===== src/rtl/riscv_pkg.sv =====
// Shared RISC-V core definitions: datapath width, register addressing and ABI register indices.
// Used by the register file, ALU, decoder and core top.
package riscv_pkg;

  localparam int unsigned XLEN       = 32;
  localparam int unsigned REG_ADDR_W = 5;

  localparam logic [REG_ADDR_W-1:0] REG_ZERO = 5'd0;
  localparam logic [REG_ADDR_W-1:0] REG_RA   = 5'd1;
  localparam logic [REG_ADDR_W-1:0] REG_SP   = 5'd2;
  localparam logic [REG_ADDR_W-1:0] REG_GP   = 5'd3;

  localparam logic [XLEN-1:0] SP_RESET_DEFAULT = 32'h0000_0000;

endpackage


===== src/rtl/reg_file.sv =====
// Integer register file: two combinational read ports, one clocked write port,
// x0 hardwired to zero, asynchronous reset with a configurable stack-pointer value.
module reg_file
  import riscv_pkg::*;
#(
  parameter int unsigned     XLEN     = riscv_pkg::XLEN,
  parameter int unsigned     NUM_REGS = 32,
  parameter logic [XLEN-1:0] SP_RESET = SP_RESET_DEFAULT,
  parameter bit              BYPASS   = 1'b1
) (
  input  logic                  clk,
  input  logic                  rst,
  input  logic [REG_ADDR_W-1:0] in_rs1_addr,
  input  logic [REG_ADDR_W-1:0] in_rs2_addr,
  input  logic [REG_ADDR_W-1:0] in_rd_addr,
  input  logic [XLEN-1:0]       in_rd_data,
  input  logic                  in_wr_en,
  output logic [XLEN-1:0]       out_rs1_data,
  output logic [XLEN-1:0]       out_rs2_data
);

  localparam logic [REG_ADDR_W:0] AddrLimit = (REG_ADDR_W + 1)'(NUM_REGS);

  // x0 has no storage; entries start at index 1.
  logic [XLEN-1:0] regs_q [1:NUM_REGS-1];
  logic            wr_ok;

  function automatic logic addr_valid(input logic [REG_ADDR_W-1:0] addr);
    return (addr != REG_ZERO) && ({1'b0, addr} < AddrLimit);
  endfunction

  // Gated by rst so that neither storage nor the bypass path sees a write during reset.
  assign wr_ok = in_wr_en && !rst && addr_valid(in_rd_addr);

  always_ff @(posedge clk or posedge rst) begin
    if (rst) begin
      for (int i = 1; i < int'(NUM_REGS); i++) begin
        regs_q[i] <= (i == int'(REG_SP)) ? SP_RESET : '0;
      end
    end else if (wr_ok) begin
      regs_q[in_rd_addr] <= in_rd_data;
    end
  end

  function automatic logic [XLEN-1:0] read_port(input logic [REG_ADDR_W-1:0] addr);
    logic [XLEN-1:0] data;
    data = '0;
    if (addr_valid(addr)) begin
      if (BYPASS && wr_ok && (in_rd_addr == addr)) begin
        data = in_rd_data;
      end else begin
        data = regs_q[addr];
      end
    end
    return data;
  endfunction

  assign out_rs1_data = read_port(in_rs1_addr);
  assign out_rs2_data = read_port(in_rs2_addr);

endmodule


===== config.mk =====
export PLATFORM = sky130hd
export DESIGN_NAME = reg_file
export DESIGN_NICKNAME = d
export VERILOG_FILES = /design/src/rtl/riscv_pkg.sv /design/src/rtl/reg_file.sv
export SDC_FILE = /design/constraint.sdc
export NUM_CORES = 2
export LEC_CHECK = 0
export BUFFER_PORTS_ARGS = -buffer_cell sky130_fd_sc_hd__buf_2
export CORE_UTILIZATION = 45
export CTS_BUF_LIST = sky130_fd_sc_hd__clkbuf_8
export DETAILED_ROUTE_END_ITERATION = 10
export GPL_ROUTABILITY_DRIVEN = 1
export PLACE_DENSITY = 0.63
export SYNTH_ARGS = -nofsm -noshare
export SYNTH_HDL_FRONTEND = slang
export SYNTH_SLANG_ARGS = --single-unit

===== constraint.sdc =====
create_clock -name clk -period 37.1 [get_ports clk]
set_input_delay 3.71 -clock clk [delete_from_list [all_inputs] [get_ports clk]]
set_output_delay 3.71 -clock clk [all_outputs]
set_load 0.05 [all_outputs]

* Yosys cells after proc, flatten, opt, wreduce, memory -nomap -nowiden
Cells that the tools add are included.
Storage, ports and cells: bits in registers 992, input port bits 50, output and inout bits 64
Cells by class: magnitude comparators 4, equal/unequal tests 2, muxes and demuxes 13, bitwise operators 3, reductions and logical operators 9
Operator list (number):
- bitwise mux 992 bit | 1
- binary-select mux 32 bit (select 5 bit) | 2
- two-way mux 32 bit | 9
- demux 32 bit (select 5 bit) | 1
- >= comparator 6 bit, second input constant | 3
- NOT 5 -> 6 bit | 3
- nonzero test 5 bit | 3
- equality test 5 bit | 2
- < comparator 6 x 1 -> 1 bit, second input constant | 1
- logical AND 1 bit | 5
- logical NOT 1 bit | 1

* Logic depth before layout (Yosys ltp)
depth after elaboration 6, depth in mapped cells 9, mapped depth without buffers 5

* Least setup slack after synthesis
OpenSTA, ideal clock, no wires.
path type input port to output port, from in in_rs1_addr[1], to out out_rs1_data[10], arrival 5852 ps, data required time 33390 ps, slack 27538 ps, stages 8, cell sequence buf_2 buf_2 buf_2 buf_2 mux4_2 a22oi_1 and3_1 a31oi_1
On the way: word-level cells in the longest chain between the ends 6
RTL lines:
- from (decl) | RTL line reg_file.sv:13 | input logic [REG_ADDR_W-1:0] in_rs1_addr,
- NOT 5 -> 6 bit (implied by the code) | RTL line reg_file.sv:52 | data = regs_q[addr];
- binary-select mux 32 bit (select 5 bit) | RTL line reg_file.sv:52
- two-way mux 32 bit (implied by the code) (2 in series) | RTL line reg_file.sv:52
- two-way mux 32 bit | RTL line reg_file.sv:49 | if (BYPASS && wr_ok && (in_rd_addr == addr)) begin
- two-way mux 32 bit (*) | RTL line reg_file.sv:48 | if (addr_valid(addr)) begin
- to (decl) | RTL line reg_file.sv:18 | output logic [XLEN-1:0] out_rs1_data,
Every way passes the cells marked *; elsewhere a longest branch is shown, timed or not. The select of a mux whose other input is x is not followed.

* Worst setup path in the final report
from in in_rs2_addr[1], to out out_rs2_data[9]
On the way: word-level cells in the longest chain between the ends 6
RTL lines:
- from (decl) | RTL line reg_file.sv:14 | input logic [REG_ADDR_W-1:0] in_rs2_addr,
- NOT 5 -> 6 bit (implied by the code) | RTL line reg_file.sv:52
- binary-select mux 32 bit (select 5 bit) | RTL line reg_file.sv:52
- two-way mux 32 bit (implied by the code) (2 in series) | RTL line reg_file.sv:52
- two-way mux 32 bit | RTL line reg_file.sv:49
- two-way mux 32 bit (*) | RTL line reg_file.sv:48
- to (decl) | RTL line reg_file.sv:19 | output logic [XLEN-1:0] out_rs2_data
Marks and branches as above.

==> results.md <==
* CP dominant cell by count: buf_4
* Syn Nets at 3682
* Asr flop ratio synth at 100.0%
* Biggest regs: regs_q x992
* NumNets Final at 3637
* # setup viols final at 0
* Max Fclk at 0.08544 GHz
* Max Cap Viol at 0
* Ys Warns at 0
* Pre-antenna DRT Iters at 7
* Fillers at 10.03k
* CP Launch Point: in_rs2_addr[1]
* Commonest non-fill, non-tap cell in the layout: mux2_2
* Critical R2R Launch: regs_q[681]
* CTS tree: built
* Maximum VDD drop at 0.03235 mV
* Number of remaining DRC errors at 0
* Final Cycle Share at 31.55%
* Share of cells above drive strength 1 at 53.38%
* Biggest register: regs_q
* Final min period at 11700 ps
* HP Start: regs_q[670]
* Worst Hold Class: register to register
* Largest net degree at the start of global routing at 120
* Crit path depth at 9
* Clock Pin Slew Worst Setup and Hold Paths at 50 ps
* Initial antenna violation count at 7
* CP Cell Sequence: buf_8, buf_4, buf_4, mux4_2, o22ai_1, nor2_1, nand2_1, a31oi_1, buf_2
* Number of setup buffers added after CTS at 0
* # IOs at 114
* Number of flip-flops in the largest register at 992
* Setup slack after layout at 25400 ps
* RR Endpoint: regs_q[681]
* Area growth from synthesis to layout at 9.686%
* DP Worst Slack at 25520 ps
* Clock latency on the worst-skew pair at 870 ps
* R2r setup slk at 36290 ps
* Die H at 344.9 um
* H-tree depth at 4
* Initial core utilization at 45.47%
* DR WL/cell at 31.16 um
* Synthesized instance count at 3632
* Antenna viol nets, final at 0
* First-pass GRT wire length at 241.1 mm
* Seq/Total Area, Yosys at 46.92%
* Critical path endpoint: out_rs2_data[9]
* Hold Vio Cnt, Final at 0
* Sink Count at 992
* Root Driver: clkbuf_8
* Vias in the first global route at 34.74k
* RSZ-0062 raised after global routing: false
* Design area at 58040 um2
* CP max stage delay at 940 ps
* CP startpoint kind: input pin
* FF/Latch Area at 24820 um2
* Commonest cells after routing, fill and taps aside: mux2_2, dfrtp_1, mux4_2
* Cts hold-fix bufs at 0
* Status: finished, final reports clean
* Family with the most delay on the worst path: buffers and inverters
* DIE WIDTH at 344.9 um
* CP endpoint kind: primary output
* Post-synth EDFFs at 0
* Cell Area, Placed at 54490 um2
* RePlAce Congestion at 0.7914
* Mapped Area at 52910 um2
* Multi-input gate area at 26580 um2
* Critical path peak fanout at 91
* Max-slew violation count at 0
* WP data arrival at 7990 ps
* Placed wire-length estimate at 88.39 mm
* Actual slew at the worst max-slew pin at 1277 ps
* All-Layer GR Usage at 27.93%
* Core ar. at 116400 um2
* Vias at 34.34k
* Setup Skew at 0 ps
* TNS Setup at 0 ps
* DRT Wirelength at 163.2 mm
* Pwr per Cell Area at 49.46 nW/um2
* CP max-delay cell: buf_4
* First DRT Iteration DRCs at 3210
* Most used DFF post-synth: dfrtp_1
* WP buf/inv at 4
* Syn_area_per_cell at 14.57 um2
* Rows at 125
* Die area at 119000 um2
* Post-synth cell types at 43
* Avg Vias per Cell at 6.556
* CP Class: input pin to primary output
* Remaining global-route overflow at 0
* Clock buffer count from CTS at 168
* Max clock buf depth at 3
* R2R cell count at 1
* Critical Path RT at 33390 ps
* Slew margin rel. at 14.88%
* Leakage power at 25.94 nW
* Flops & latches, synth at 992
* I/O Buffers at 113
* Cts repair resizes at 0
-- per-layer routing --
layer  up-vias  wire, um  track usage (%)
li1      13960         -                -
met1     18580     68190            38.68
met2      1445     76270            43.05
met3       346     13080            6.750
met4        10      5637            9.811
met5         -        57                0
-- tightest hold or removal path, cell delays in order (launching register included) --
cell	delay, ps
dfrtp_1	350
nand2_1	50
o21ai_0	70
-- worst min-delay path by stage --
stage / to / slack, ps / depth (start not counted)
6_report: regs_q[670] / 500 / 2
2_1_floorplan: regs_q[926] / 460 / 2
4_1_cts: regs_q[414] / 500 / 2
3_3_place_gp: regs_q[798] / 480 / 2
3_5_place_dp: regs_q[414] / 490 / 2
5_1_grt: regs_q[382] / 520 / 2
-- area by class of cell --
cell class | count | share of cell area [%]
multi-input cells | 2238 | 45.80
flip-flops and latches | 992 | 42.77
clock buffers | 227 | 5.383
well taps | 1524 | 3.286
repair buffers | 185 | 2.005
clock inverters | 69 | 0.7179
inverters | 2 | 0.02587
diodes | 1 | 0.004312
-- power breakdown --
group          switching, mW  total (mW)  internal, mW
Clock                  0.465        1.04         0.570
Combinational          0.237       0.509         0.272
Sequential             0.101        1.33          1.23
-- cells by family after synthesis --
| kind of cell | Yosys count | synth area share [%] |
|---|---|---|
| xor+xnor | 10 | 0.1655 |
| compound gates | 386 | 5.094 |
| buf+inv | 402 | 3.313 |
| mux | 1506 | 41.70 |
| flops | 992 | 46.92 |
| simple gates | 336 | 2.814 |
-- cell usage after synthesis (7+ instances only) --
library cell	number	area share (%)
o211ai_1	29	0.41
a22o_1	8	0.13
nor2_1	139	0.99
nor2b_1	7	0.083
mux2i_1	7	0.13
mux4_2	454	19
mux2_2	1045	22
buf_2	150	1.4
o22ai_1	60	0.71
dfrtp_1	992	47
nand2_1	120	0.85
clkbuf_1	160	1.1
and3_1	26	0.31
o21ai_0	42	0.40
a22oi_1	107	1.5
a21oi_1	15	0.14
a221oi_1	32	0.53
buf_1	75	0.53
buf_4	15	0.21
a31oi_1	59	0.70
o22a_1	31	0.51
-- per-stage QoR --
step	hold WS [ps]	utilization, %	power [mW]	std cells
after floorplan	460.4	-	1.723	3632
after global placement	476.9	46.83	1.836	4941
after detailed placement	489.9	46.83	1.850	4941
after CTS	504.3	49.87	2.888	5237
after global routing	522.5	49.88	2.990	5238
final	504.4	49.88	2.871	5238
No activity file was read; power rests on OpenSTA's default activity.
